**src/rtl/exp4_unidade_controle_pkg.sv**
```systemverilog
// Shared definitions for the experiment-4 control unit: state encoding (also the
// db_estado code shown on HEX5) and small state-class helpers.
package exp4_unidade_controle_pkg;

  typedef enum logic [3:0] {
    inicial       = 4'h0,
    preparacao    = 4'h1,
    espera_jogada = 4'h2,
    registra      = 4'h4,
    comparacao    = 4'h5,
    proximo       = 4'h6,
    fim_acertou   = 4'hA,
    fim_timeout   = 4'hD,
    fim_errou     = 4'hE
  } estado_t;

  function automatic logic is_fim(input estado_t e);
    return (e == fim_acertou) || (e == fim_errou) || (e == fim_timeout);
  endfunction

endpackage

```
**src/rtl/exp4_unidade_controle_contador_m.sv**
```systemverilog
// Modulo-M counter with synchronous clear and enable; fim flags the terminal
// count M-1. Used as the per-move timeout of the control unit.
module exp4_unidade_controle_contador_m #(
  parameter int M = 3000,
  parameter int W = (M > 2) ? $clog2(M) : 1
) (
  input  logic clock,
  input  logic reset,
  input  logic zera,
  input  logic conta,
  output logic fim
);

  logic [W-1:0] q;

  // NOTE: sequential state uses non-blocking (<=) so every flop samples pre-edge values.
  always_ff @(posedge clock or negedge reset) begin
    if (!reset) begin
      q <= '0;
    end else if (zera) begin
      q <= '0;
    end else if (conta) begin
      q <= (q == W'(M - 1)) ? '0 : q + 1'b1;
    end
  end

  assign fim = (q == W'(M - 1));

endmodule

```
**src/rtl/exp4_unidade_controle.sv**
```systemverilog
// Control unit for the experiment-4 game: waits for one move per memory position,
// compares it through the datapath and ends in acertou, errou or timeout.
module exp4_unidade_controle
  import exp4_unidade_controle_pkg::*;
#(
  parameter int TIMEOUT_CICLOS = 3000
) (
  input  logic       clock,
  input  logic       reset,
  input  logic       iniciar,
  input  logic       jogada,
  input  logic       chavesIgualMemoria,
  input  logic       fimC,
  output logic       zeraC,
  output logic       contaC,
  output logic       zeraR,
  output logic       registraR,
  output logic       pronto,
  output logic       acertou,
  output logic       errou,
  output logic       timeout,
  output logic [3:0] db_estado
);

  estado_t estado_q, estado_d;
  logic    jogada_d;
  logic    jogada_borda;
  logic    fim_espera;
  logic    zera_espera;
  logic    conta_espera;

  // NOTE: async reset covers only control flops; there is no memory array to clear here.
  always_ff @(posedge clock or negedge reset) begin
    if (!reset) begin
      estado_q <= inicial;
      jogada_d <= 1'b0;
    end else begin
      estado_q <= estado_d;
      jogada_d <= jogada;
    end
  end

  // A level held high produces a single edge, hence a single move.
  assign jogada_borda = jogada & ~jogada_d;

  // NOTE: every always_comb output gets a default first, so no path can infer a latch.
  always_comb begin
    estado_d = estado_q;
    case (estado_q)
      inicial:       if (iniciar) estado_d = preparacao;
      preparacao:    estado_d = espera_jogada;
      espera_jogada: begin
        // A move arriving on the terminal-count cycle takes priority over timeout.
        if (jogada_borda)    estado_d = registra;
        else if (fim_espera) estado_d = fim_timeout;
      end
      registra:      estado_d = comparacao;
      comparacao: begin
        if (!chavesIgualMemoria) estado_d = fim_errou;
        else if (fimC)           estado_d = fim_acertou;
        else                     estado_d = proximo;
      end
      proximo:       estado_d = espera_jogada;
      fim_acertou, fim_errou, fim_timeout:
                     if (iniciar) estado_d = preparacao;
      default:       estado_d = inicial;
    endcase
  end

  always_comb begin
    zeraC     = 1'b0;
    contaC    = 1'b0;
    zeraR     = 1'b0;
    registraR = 1'b0;
    case (estado_q)
      preparacao: begin
        zeraC = 1'b1;
        zeraR = 1'b1;
      end
      registra:   registraR = 1'b1;
      proximo:    contaC    = 1'b1;
      default:    ;
    endcase
  end

  assign pronto       = is_fim(estado_q);
  assign db_estado    = estado_q;
  assign conta_espera = (estado_q == espera_jogada);
  assign zera_espera  = (estado_q == preparacao) || (estado_q == registra) ||
                        (estado_q == proximo);

  // Result flags change only on state transitions, so exactly one is set in a fim state.
  always_ff @(posedge clock or negedge reset) begin
    if (!reset) begin
      acertou <= 1'b0;
      errou   <= 1'b0;
      timeout <= 1'b0;
    end else if (estado_d != estado_q) begin
      case (estado_d)
        preparacao: begin
          acertou <= 1'b0;
          errou   <= 1'b0;
          timeout <= 1'b0;
        end
        fim_acertou: acertou <= 1'b1;
        fim_errou:   errou   <= 1'b1;
        fim_timeout: timeout <= 1'b1;
        default:     ;
      endcase
    end
  end

  exp4_unidade_controle_contador_m #(
    .M(TIMEOUT_CICLOS)
  ) u_contador_espera (
    .clock (clock),
    .reset (reset),
    .zera  (zera_espera),
    .conta (conta_espera),
    .fim   (fim_espera)
  );

endmodule

```
**config.mk**
```make
export PLATFORM = sky130hd
export DESIGN_NAME = exp4_unidade_controle
export DESIGN_NICKNAME = d
export VERILOG_FILES = /design/src/rtl/exp4_unidade_controle_pkg.sv /design/src/rtl/exp4_unidade_controle_contador_m.sv /design/src/rtl/exp4_unidade_controle.sv
export SDC_FILE = /design/constraint.sdc
export NUM_CORES = 1
export LEC_CHECK = 0
export ABC_AREA = 0
export BUFFER_PORTS_ARGS = -buffer_cell sky130_fd_sc_hd__buf_2
export CORE_MARGIN = 10
export CORE_UTILIZATION = 40
export CTS_CLUSTER_DIAMETER = 30
export DETAILED_ROUTE_END_ITERATION = 10
export PLACE_DENSITY_LB_ADDON = 0.12
export SKIP_LAST_GASP = 1
export SLEW_MARGIN = 20
export SYNTH_ARGS = -nofsm -noshare
export SYNTH_HDL_FRONTEND = slang
export SYNTH_SLANG_ARGS = --single-unit
export TNS_END_PERCENT = 5
```
**constraint.sdc**
```tcl
create_clock -name clock -period 2.7 [get_ports clock]
set_input_delay 0 -clock clock [delete_from_list [all_inputs] [get_ports clock]]
set_output_delay 0 -clock clock [all_outputs]
set_load 0.02 [all_outputs]
```
* Yosys cells after proc, flatten, opt, wreduce, memory -nomap -nowiden *
Cells that the tools add are included.

word-level totals
  flip-flop bits (word level) = 20
  bits in latches = 0
  memory bits (writable) = 0
  memory bits (read-only) = 0
  output and inout port bits = 12
  logic and storage cells = 52
  memories = 0

operators by class
  $add $sub $neg = 1
  multiply operators = 0
  divide/modulo/power cells = 0
  magnitude comparators = 0
  eq/ne operators = 14
  shift operators = 0
  muxes and demuxes = 15
  bitwise logic cells = 2
  reduce and logical (&&, ||, !) cells = 14

operators by type and width
  kind                                                              count
  12-bit 2-to-1 mux                                                 3
  4-bit == test (second input constant)                             6
  4-bit 2-to-1 mux                                                  5
  4-bit one-hot mux with 5 select lines                             1
  12-bit by 1-bit adder with 12-bit output (second input constant)  1
  12-bit == test (second input constant)                            1
  4-bit by 3-bit == test with 1-bit output (second input constant)  3
  4-bit by 1-bit == test with 1-bit output (second input constant)  2
  2-bit nonzero test                                                4
  1-bit one-hot mux with 2 select lines                             3
  2-bit AND reduction                                               3
  4-bit by 2-bit == test with 1-bit output (second input constant)  1
  4-bit zero test                                                   1
  1-bit logical OR                                                  4
  4-bit != test                                                     1
  4-bit OR reduction                                                1
  1-bit 2-to-1 mux                                                  3
  2-bit OR reduction                                                1
  1-bit AND                                                         1
  1-bit inverter                                                    1

* Logic depth before layout (Yosys ltp) *
Gate-level depths: netlist of run 1.

  word-level depth = 7
  depth in mapped cells = 6

* By module *
A second synthesis of run 1 with hierarchy kept.

second synthesis, totals
  cell total of the unflattened synthesis = 130
  area total of the unflattened synthesis = 1298.7 µm²

modules (own cells, without submodules)
  module                            instances  cells an instance  area each (µm²)  sequential area each (µm²)
  exp4_unidade_controle_contador_m  1          74                 739.5            300.3
  exp4_unidade_controle             1          56                 559.3            200.2

* Worst setup path before layout of run 1 *
No wires, ideal clock.

  path type = register to register
  start point = reg estado_q[1], in the netlist db_estado[1]
  end point = reg u_contador_espera.q[5]
  arrival time = 2053 ps
  slack = 512 ps
  cell stages (with the launch flop) = 5
  period minus slack after synthesis = 2188 ps
  cells stage by stage = dfrtp_1 nor4b_1 a21oi_1 o21ai_4 o311ai_1

on the way
  word-level cells in the longest chain between the ends = 4

RTL lines
  element                                                                                               RTL line                                source
  start, declared                                                                                       exp4_unidade_controle.sv:25             estado_t estado_q, estado_d;
  start signal, assigned                                                                                exp4_unidade_controle.sv:35             estado_q <= inicial;
  start signal, assigned                                                                                exp4_unidade_controle.sv:38             estado_q <= estado_d;
  4-bit by 1-bit == test with 1-bit output or 4-bit by 3-bit == test with 1-bit output (tied branches)  exp4_unidade_controle.sv:89             assign zera_espera = (estado_q == preparacao) || (estado_q == registra) ||
  1-bit logical OR (2 in series)                                                                        exp4_unidade_controle.sv:89
  12-bit 2-to-1 mux or 2-bit nonzero test (tied branches)                                               --
  end signal, assigned                                                                                  exp4_unidade_controle_contador_m.sv:23  q <= (q == W'(M - 1)) ? '0 : q + 1'b1;
  end, declared                                                                                         exp4_unidade_controle_contador_m.sv:14  logic [W-1:0] q;

Parallel ways exist; a longest one is shown, timed or not.
A chain may end at the register's enable or synchronous reset.

* Worst setup path after layout of run 1 *
  start point = reg estado_q[0], in the netlist db_estado[0]
  end point = reg u_contador_espera.q[9]

The elaborated chain is that of the path after synthesis.

==> metrics.yaml, run 1 <==
critical_path:
  cp_max_fo: 16
  critPathKind: "flop to flop"
  cp_slowest_stage_delay_ns: 0.63
  cp.required_ns: 2.94
  worstPathCellList: "or3b_1 -> a211o_1 -> or3_1 -> a21oi_1"
  crit_family: "simple AND/OR/NAND/NOR gates"
  crit_slowest_cell: "dfrtp_1"
  worst_setup_path_start_kind: "flop"
  worst-path-buf-inv: 0
  cp-end-kind: "flop"
  cp_data_arrival_time_ns: 2.34
timing:
  rsz0062_at_grt: "false"
  min_period_over_period: 0.777
  worst_pin_slew_ns: 0.715
  relSlewSlack: 0.522
  min_period_ns: 2.10
  finalSetupViolations: 0
  timing.fmax_mhz: 477
  maxSlewViolCount: 0
  fin_setup_tns_ns: 0
  finalHoldViolCount: 0
  worst_clock_skew_ns: 0.00581
clock_tree:
  cts_buffer_depth: 2
  clockRootBuffer: "clkbuf_4"
  clkTransAtPathRegs_ns: 0.12
  cts-htree-levels: 1
  post-cts-setup-buffers: 0
  clkLatencyLatePin_ns: 0.30
  numCtsBuffers: 3
  cts_tree: "done"
  cts_sinks: 20
grt:
  grt_usage: 0.0989
  first_global_vias: 1033
  grt_max_degree: 22
  grt_overflow: 0
  antenna_found_initial: 0
  grt_pass1_wl_um: 5020
logic_synthesis:
  synth_xor_area_frac: 0.0415
  synth_ff_type: "dfrtp_1"
  ys_ff_latch: 20
  synth-simple-area-share: 0.239
  synth-compound-area-share: 0.254
  synth_cells: 136
  synth_top_family_by_area: "compound AO/OA/AOI/OAI gates"
  ys_seq_area_frac: 0.395
  async_reset_ff_frac: 1.00
  synth_area_per_cell_um2: 9.31
  synthesis.nets: 143
  synth.distinct_cells: 45
  synthMuxAreaShare: 0
  synthesis.area_um2: 1270
  synth_fa_ha_area_frac: 0.00988
  synth-edff-count: 0
  yosys_warnings: 0
power:
  vdd_drop_max_mv: 0.626
  leakagePower_nw: 0.553
  power.density_nw_per_um2: 826
routing:
  drt-vias-per-instance: 5.53
  vias: 1083
  wl_per_cell_um: 14.9
  drt_iter0_drc: 92
  firstDrtPassIters: 4
  ant_nets: 0
  drt-total-wl_um: 2920
  route.detailed.drc: 0
run:
  max_cap_viol_count: 0
floorplanning:
  fp.dieArea_um2: 5820
  rows: 20
  core-area_um2: 3050
  die_w_um: 76.3
  die_h_um: 76.3
  pin_count: 18
  start_util: 0.415
run_status:
  run_status: "completed"
layout:
  num_antenna_cells: 0
  final_core_util: 0.466
  nNetsFinal: 160
  area_growth_syn_to_layout_pct: 12.5
  drive_gt1_frac: 0.178
placement:
  hpwl_um: 2230
  port_buffers: 17
  gp_congestion: 0.865
min_path:
  hold_path_class: "primary input to flop"
cell usage in the layout (no fill, tap or decap), types with 2 or more instances in the layout:
cell type      synthesis  layout
a2111oi_0              2       2
a2111oi_2              2       2
a211o_1                2       2
a211oi_1               5       5
a21oi_1                6       6
and3_1                 2       2
buf_2                  4      17
clkbuf_4               0       3
dfrtp_1               20      20
dlygate4sd3_1          0       2
inv_1                  8       8
nand2_1                6       6
nand2b_1               6       6
nand3_1                6       6
nand4_1                3       3
nand4b_1               2       2
nor2_1                 9       9
nor2b_1                3       3
nor3_1                 2       2
nor4b_1                3       3
o21a_1                 3       3
o21ai_0                6       6
o221ai_1               3       3
o2bb2ai_1              2       2
or3_1                  3       3
xnor2_1                6       6
layout make-up:
type / instances / area, um2
clock buffer: 4 / 36.3
inverter: 8 / 30.0
tap: 44 / 55.1
timing repair buffer: 20 / 113
sequential: 20 / 500
multi-input combinational: 100 / 689
fill: 315 / 1630
sequential cells by signal, indices dropped and copies added (netlist names):
name / cells
timeout: 1
acertou: 1
errou: 1
u_contador_espera.q: 12
jogada_d: 1
db_estado: 4
metal layers:
layer / share of wire / up-vias / routed length [um] / global-route usage
met1: 0.51 / 500 / 1500 / 0.148
met3: 0.052 / 2 / 152 / 0.0248
met5: 0 / - / 0 / 0
met4: 0.0034 / 0 / 10 / 0.0112
li1: - / 552 / - / -
met2: 0.43 / 29 / 1260 / 0.141
cells by family (layout without fill, tap and decap cells):
logic type                 Yosys count  in the layout
buffers and inverters               16             32
adders and majority gates            1              1
DFF                                 20             20
and+or+nand+nor                     52             52
AOI/OAI and AO/OA                   41             41
xor gates and xnor gates             6              6
cells in the mapped netlist, drive strengths merged (2+ instances only):
master	n	share of area
dfrtp	20	0.40
nor2	9	0.027
inv	8	0.024
o21ai	8	0.041
a21oi	6	0.024
buf	6	0.031
nand2	6	0.018
nand2b	6	0.030
nand3	6	0.024
xnor2	6	0.042
a211oi	5	0.030
a2111oi	4	0.038
nand4	3	0.015
nor2b	3	0.015
nor4b	3	0.021
o21a	3	0.018
o221ai	3	0.021
or3	3	0.015
a211o	2	0.014
and3	2	0.0099
clkbuf	2	0.0059
nand4b	2	0.014
nor3	2	0.0079
o2bb2ai	2	0.014
o311ai	2	0.014
metrics by stage:
stage / area, um2 / setup slack [ns] / instances / power, W / hold WS (ns)
floorplan: 1270 / 0.512 / 136 / 0.000882 / -0.296
global placement: 1370 / 0.675 / 190 / 0.000994 / -0.0326
detailed placement: 1370 / 0.637 / 190 / 0.00100 / -0.0215
CTS: 1420 / 0.611 / 196 / 0.00119 / 0.0376
global route: 1420 / 0.425 / 196 / 0.00127 / 0.0600
finish: 1420 / 0.602 / 196 / 0.00118 / 0.0508
power breakdown:
part	leakage [nW]	total, W	switching, W	internal [W]
logic	0.262	0.000539	0.000336	0.000203
registers	0.271	0.000460	0.000110	0.000350
clock network	0.0210	0.000178	0.0000953	0.0000822
final timing paths:
kind	startpoint	endpoint	slack (ns)	cells after the start
min in group asynchronous	reset	u_contador_espera.q[2]$_DFFE_PN0P_	0.16	2
min reg2reg	errou$_DFFE_PN0P_	errou$_DFFE_PN0P_	0.50	1
max in group asynchronous	reset	db_estado[2]$_DFF_PN0_	2.23	2
max reg2reg	db_estado[0]$_DFF_PN0_	u_contador_espera.q[9]$_DFFE_PN0P_	0.60	4
max	db_estado[0]$_DFF_PN0_	u_contador_espera.q[9]$_DFFE_PN0P_	0.60	4
min	iniciar	db_estado[0]$_DFF_PN0_	0.05	3
worst register-to-register path: cells and delay by family (launching register included):
| kind | cells | cell delay, ns |
|---|---|---|
| compound gates | 2 | 0.50 |
| flops | 1 | 0.63 |
| simple gates | 2 | 0.91 |
what timing repair did:
item	4_1_cts	5_1_grt
hold endpoints to repair	21	0
hold buffers	2	0
gates resized for setup	0	0
Note: power is estimated with default switching activity, not from simulation.
==> run 2: changes to the inputs <==
==> constraint.sdc (replaced) <==
create_clock -name clock -period 2 [get_ports clock]
set_input_delay 0 -clock clock [delete_from_list [all_inputs] [get_ports clock]]
set_output_delay 0 -clock clock [all_outputs]
set_load 0.02 [all_outputs]
==> run 2 against run 1 <==
Against the previous run:
- fmax up 13%
- register-to-register slack worse by 0.46 ns
- combinational power up 75%
- highest routed layer unchanged
==> metrics.yaml, run 2 (synthesis results as in run 1) <==
layout:
  finalNonFillerCells: 207  # +5.6%
  area_growth_syn_to_layout_pct: 19.8
  n_fill_cell: 319  # +1.3%
  layout_commonest_cell: "dfrtp_1"
  multiInputGateArea_um2: 699  # +1.5%
  final_core_util: 0.497  # +0.0303
  num_antenna_cells: 0  # unchanged
  largest-register: "u_contador_espera.q"
  most-common-layout-cells: "dfrtp_1 (20), buf_2 (17), buf_4 (12), nor2_1 (9), inv_1 (8)"
  drive_gt1_frac: 0.245  # +0.0678
  register_area_um2: 500  # unchanged
  largest_reg_flops: 12  # unchanged
  nNetsFinal: 171  # +6.9%
min_path:
  hold_start: "chavesIgualMemoria"
  hold_path_class: "primary input to flop"
  whs_endpoint: "db_estado[3]$_DFF_PN0_"
  hold_depth: 4  # +1
critical_path:
  cp.required_ns: 2.19  # -0.75 ns
  crit_start: "u_contador_espera.q[1]$_DFFE_PN0P_"
  cp_slowest_stage_delay_ns: 0.58  # -0.05 ns
  cp-end-kind: "flop"
  reg2reg_slack_ns: 0.14  # -0.46 ns
  cp_max_fo: 8  # -8
  reg2reg_depth: 5  # +1
  worst_setup_path_start_kind: "flop"
  rr_endpoint: "u_contador_espera.q[5]$_DFFE_PN0P_"
  cp_data_arrival_time_ns: 2.05  # -0.29 ns
  crit_slowest_cell: "or4b_4"
  critPathKind: "flop to flop"
  worstPathCellList: "ha_1 -> nand4b_1 -> or4b_4 -> o21ai_4 -> o311ai_1"
  r2r_start: "u_contador_espera.q[1]$_DFFE_PN0P_"
placement:
  hpwl_um: 2470  # +11%
  port_buffers: 17  # unchanged
  gp_congestion: 0.811  # -6.2%
  place_ws_ns: 0.0313  # -0.606 ns
  dp_cells: 201  # +5.8%
grt:
  grt_pass1_wl_um: 5720  # +14%
  antenna_found_initial: 0  # unchanged
  grt_max_degree: 21  # -4.5%
  grt_use_met2: 0.202  # +0.0612
  grt_usage: 0.114  # +0.0147
  grt_util_met3: 0.0307  # +0.00590
  first_global_vias: 1200  # +16%
  grt_busiest_layer: "met2"
  grt_overflow: 0  # unchanged
  grtUsageMet1: 0.133  # -0.0145
clock_tree:
  cts-htree-levels: 1  # unchanged
  clockRootBuffer: "clkbuf_4"
  clkLatencyLatePin_ns: 0.31  # about the same
  clkTransAtPathRegs_ns: 0.13  # about the same
  cts_sinks: 20  # unchanged
  numCtsBuffers: 3  # unchanged
  cts_buffer_depth: 2  # unchanged
  cts_tree: "done"
  post-cts-setup-buffers: 0  # unchanged
routing:
  firstDrtPassIters: 5  # +1
  drt_iter0_drc: 64  # -30%
  drt-vias-per-instance: 5.58  # +1.1%
  wl_per_cell_um: 15.9  # +6.3%
  drt-total-wl_um: 3280  # +12%
  vias: 1156  # +6.7%
  route.detailed.drc: 0  # unchanged
  ant_nets: 0  # unchanged
floorplanning:
  die_h_um: 76.3  # unchanged
  fp.dieArea_um2: 5820  # unchanged
  core-area_um2: 3050  # unchanged
  die_w_um: 76.3  # unchanged
  start_util: 0.415  # unchanged
  rows: 20  # unchanged
  pin_count: 18  # unchanged
timing:
  timing.fmax_mhz: 538  # +13%
  maxSlewViolCount: 0  # unchanged
  fin_ws_ns: 0.141  # -0.461 ns
  worst_pin_slew_ns: 0.455  # -0.261 ns
  rsz0062_at_grt: "false"
  finalHoldViolCount: 0  # unchanged
  min_period_over_period: 0.930  # +0.152
  fin_setup_tns_ns: 0  # unchanged
  finalSetupViolations: 0  # unchanged
  min_period_ns: 1.86  # -0.239 ns
  whs_ns: 0.0136  # -0.0371 ns
  relSlewSlack: 0.689  # +0.167
  worst_clock_skew_ns: 0.0150  # +0.00919 ns
run:
  max_cap_viol_count: 0  # unchanged
power:
  vdd_drop_max_mv: 0.587  # -6.3%
  leakagePower_nw: 0.612  # +11%
  power.density_nw_per_um2: 1150  # +39%
run_status:
  run_status: "completed"
-- run 2: routing by layer --
metal	vias to the layer above	wire length, um
li1	567	-
met1	564	1470
met2	23	1670
met3	2	126
met4	0	11
met5	-	0
-- run 2: worst max-delay path by stage --
| stage | depth (start not counted) | to |
|---|---|---|
| 3_3_place_gp | 5 | u_contador_espera.q[5]$_DFFE_PN0P_ |
| 6_report | 5 | u_contador_espera.q[5]$_DFFE_PN0P_ |
| 3_5_place_dp | 5 | u_contador_espera.q[5]$_DFFE_PN0P_ |
| 5_1_grt | 5 | u_contador_espera.q[5]$_DFFE_PN0P_ |
| 2_1_floorplan | 5 | u_contador_espera.q[7]$_DFFE_PN0P_ |
| 4_1_cts | 5 | u_contador_espera.q[5]$_DFFE_PN0P_ |
-- run 2: area by class of cell --
type | count | area share
Clock buffer | 4 | 0.0239
Tap cell | 44 | 0.0363
Multi-Input combinational cell | 100 | 0.461
Inverter | 8 | 0.0198
Timing Repair Buffer | 31 | 0.129
Sequential cell | 20 | 0.330
-- run 2: critical path, delay by kind of cell, from the launching register on --
| family | cells | cell delay, ns |
|---|---|---|
| and+or+nand+nor | 2 | 0.72 |
| DFF | 1 | 0.40 |
| adders and majority gates | 1 | 0.21 |
| AOI/OAI and AO/OA | 2 | 0.41 |
-- run 2: repair_timing --
| item | in CTS | in global routing |
|---|---|---|
| setup endpoints to repair | 0 | 8 |
| endpoints found under the hold margin | 21 | 0 |
| gates resized for setup | 0 | 1 |
| hold buffers | 2 | 0 |
-- run 2: stage by stage --
step / power (W) / cell area, um2
after detailed placement: 0.00151 / 1460
after global placement: 0.00149 / 1460
after floorplan: 0.00120 / 1270
after CTS: 0.00176 / 1510
after global routing: 0.00188 / 1520
final: 0.00174 / 1520
-- run 2: report_power, final --
group / internal [W] / leakage, nW / switching [W]
Clock: 0.000111 / 0.0210 / 0.000136
Combinational: 0.000385 / 0.320 / 0.000557
Sequential: 0.000474 / 0.271 / 0.0000805
Total: 0.000970 / 0.612 / 0.000774
==> run 3: changes to the inputs <==
--- a/config.mk
+++ b/config.mk
@@ -8,7 +8,7 @@
 export ABC_AREA = 0
 export BUFFER_PORTS_ARGS = -buffer_cell sky130_fd_sc_hd__buf_2
 export CORE_MARGIN = 10
-export CORE_UTILIZATION = 40
+export CORE_UTILIZATION = 54
 export CTS_CLUSTER_DIAMETER = 30
 export DETAILED_ROUTE_END_ITERATION = 10
 export PLACE_DENSITY_LB_ADDON = 0.12
==> run 3 against run 2 <==
Against the previous run:
- design area shrank 1.8%
- global-route usage grew 2.6 points
- first-iteration DRC count shrank 20%
- sequential power grew 1%
- clock power shrank 4%
- critical path depth is the same
- via count grew 1.7%
- total power shrank 1.6%
- sequential cell count is the same
- utilization grew 17 points
- critical path type unchanged
- critical endpoint unchanged
- largest cell class unchanged
- largest power group unchanged
==> metrics.yaml, run 3 (synthesis results as in run 1) <==
run_status:
  run_status: "completed"
critical_path:
  cp.required_ns: 2.18  # about the same
  cp_slowest_stage_delay_ns: 0.58  # about the same
  worst-path-buf-inv: 0  # unchanged
  cp_data_arrival_time_ns: 2.06  # about the same
  cp_max_fo: 8  # unchanged
  crit_start: "u_contador_espera.q[0]$_DFFE_PN0P_"
  crit_slowest_cell: "or4b_4"
  r2r_start: "u_contador_espera.q[0]$_DFFE_PN0P_"
  crit_family: "simple AND/OR/NAND/NOR gates"
  worst_setup_path_start_kind: "flop"
  worstPathCellList: "ha_1 -> nand4b_1 -> or4b_4 -> o21ai_4 -> o311ai_1"
  critPathKind: "flop to flop"
  cp-end-kind: "flop"
  reg2reg_slack_ns: 0.12  # -0.02 ns
floorplanning:
  rows: 17  # -15%
  die_h_um: 68.4  # -10%
  pin_count: 18  # unchanged
  start_util: 0.567  # +0.152
  die_w_um: 68.4  # -10%
  core-area_um2: 2230  # -27%
  fp.dieArea_um2: 4680  # -20%
routing:
  route.detailed.drc: 0  # unchanged
  wl_per_cell_um: 16.1  # +1.5%
  vias: 1176  # +1.7%
  drt-total-wl_um: 3060  # -6.8%
  ant_nets: 0  # unchanged
  firstDrtPassIters: 5  # unchanged
  drt_iter0_drc: 51  # -20%
  drt-vias-per-instance: 6.19  # +11%
layout:
  nNetsFinal: 170  # -0.58%
  layout_commonest_cell: "dfrtp_1"
  multiInputGateArea_um2: 699  # unchanged
  design_area_um2: 1490  # -1.8%
  register_area_um2: 500  # unchanged
  area_growth_syn_to_layout_pct: 17.6
  most-common-layout-cells: "dfrtp_1 (20), buf_2 (17), buf_4 (11), nor2_1 (9), inv_1 (8)"
  drive_gt1_frac: 0.241  # -0.00466
  num_antenna_cells: 0  # unchanged
  finalNonFillerCells: 190  # -8.2%
  largest_reg_flops: 12  # unchanged
  n_fill_cell: 191  # -40%
  largest-register: "u_contador_espera.q"
power:
  power.switching_w: 0.000758  # -2.1%
  combPwrFrac: 0.536  # -0.004
  switching_share: 0.442  # -0.00209
  power.density_nw_per_um2: 1150  # +0.19%
  p_int_w: 0.000958  # -1.3%
  p_seq_frac: 0.327  # +0.009
  pwr-share-clk: 0.138  # -0.004
  vdd_drop_max_mv: 0.760  # +30%
  leakagePower_nw: 0.607  # -0.82%
placement:
  dp_cells: 184  # -8.5%
  postPlaceCellArea_um2: 1430  # -1.9%
  gp_congestion: 0.877  # +8.1%
  port_buffers: 17  # unchanged
  hpwl_um: 2280  # -7.7%
grt:
  grt_pass1_wl_um: 5130  # -10%
  grt_usage: 0.139  # +0.0256
  grt_max_degree: 21  # unchanged
  grt_use_met2: 0.236  # +0.0338
  grt_busiest_layer: "met2"
  grt_overflow: 0  # unchanged
  grtUsageMet1: 0.161  # +0.0277
  grt_util_met3: 0.0408  # +0.0101
  first_global_vias: 1162  # -3.2%
  antenna_found_initial: 0  # unchanged
clock_tree:
  cts_tree: "done"
  clkTransAtPathRegs_ns: 0.12  # about the same
  clockRootBuffer: "clkbuf_4"
  numCtsBuffers: 3  # unchanged
  cts_sinks: 20  # unchanged
  cts-htree-levels: 1  # unchanged
  clkLatencyLatePin_ns: 0.30  # about the same
  cts_buffer_depth: 2  # unchanged
timing:
  maxSlewViolCount: 0  # unchanged
  timing.fmax_mhz: 531  # -1.2%
  fin_setup_tns_ns: 0  # unchanged
  min_period_over_period: 0.941  # +0.0112
  relSlewSlack: 0.715  # +0.0260
  whs_ns: 0.0157  # +0.00201 ns
  finalHoldViolCount: 0  # unchanged
  min_period_ns: 1.88  # +0.0223 ns
  worst_clock_skew_ns: 0.0110  # -0.00404 ns
  rsz0062_at_grt: "false"
  finalSetupViolations: 0  # unchanged
  worst_pin_slew_ns: 0.417  # -0.0380 ns
min_path:
  hold_path_class: "primary input to flop"
  hold_start: "chavesIgualMemoria"
run:
  max_cap_viol_count: 0  # unchanged
## run 3: cell count changes in the layout (fill, tap and decap cells not counted)
cell   previous run  this run
buf_4            12        11
## run 3: cell type report
| type | count | share of cell area |
|---|---|---|
| repair buffers | 30 | 0.126 |
| inverters | 8 | 0.0202 |
| well taps | 28 | 0.0235 |
| clock buffers | 4 | 0.0244 |
| flip-flops and latches | 20 | 0.336 |
| multi-input cells | 100 | 0.470 |
## run 3: path summary, 6_finish.rpt
check,cells after the start,endpoint
min,4,db_estado[3]$_DFF_PN0_
max reg2reg,5,u_contador_espera.q[5]$_DFFE_PN0P_
max in group asynchronous,2,u_contador_espera.q[3]$_DFFE_PN0P_
min reg2reg,1,timeout$_DFFE_PN0P_
max,5,u_contador_espera.q[5]$_DFFE_PN0P_
min in group asynchronous,2,u_contador_espera.q[10]$_DFFE_PN0P_
## run 3: layer usage
| metal | share of wire | vias to the layer above |
|---|---|---|
| li1 | - | 564 |
| met1 | 0.44 | 566 |
| met2 | 0.50 | 40 |
| met3 | 0.048 | 6 |
| met4 | 0.019 | 0 |
| met5 | 0 | - |
## run 3: worst register-to-register path: cells and delay by family, from the launching register on
family | cells | cell delay [ns]
compound gates | 2 | 0.43
fa+ha+maj | 1 | 0.21
simple gates | 2 | 0.71
flops | 1 | 0.41
## run 3: power groups by stage
stage                     sequential (W)  clock [W]  combinational, W
after floorplan                 0.000595          0          0.000602
after global placement          0.000561          0          0.000899
after detailed placement        0.000564          0          0.000915
after CTS                       0.000558   0.000244          0.000920
after global routing            0.000575   0.000269          0.000997
final                           0.000561   0.000236          0.000919
## run 3: through the flow
step	power [W]	setup WS, ns	utilization
4_1_cts	0.00172	0.00459	0.665
5_1_grt	0.00184	0.0153	0.667
3_5_place_dp	0.00148	0.0226	0.640
3_3_place_gp	0.00146	0.118	0.640
2_1_floorplan	0.00120	0.168	-
6_report	0.00172	0.118	0.667
## run 3: repair_timing
item,in CTS,in global routing
setup endpoints to repair,0,9
gates resized for setup,0,1
hold buffers,2,0
hold endpoints to repair,21,0
setup buffers,0,0
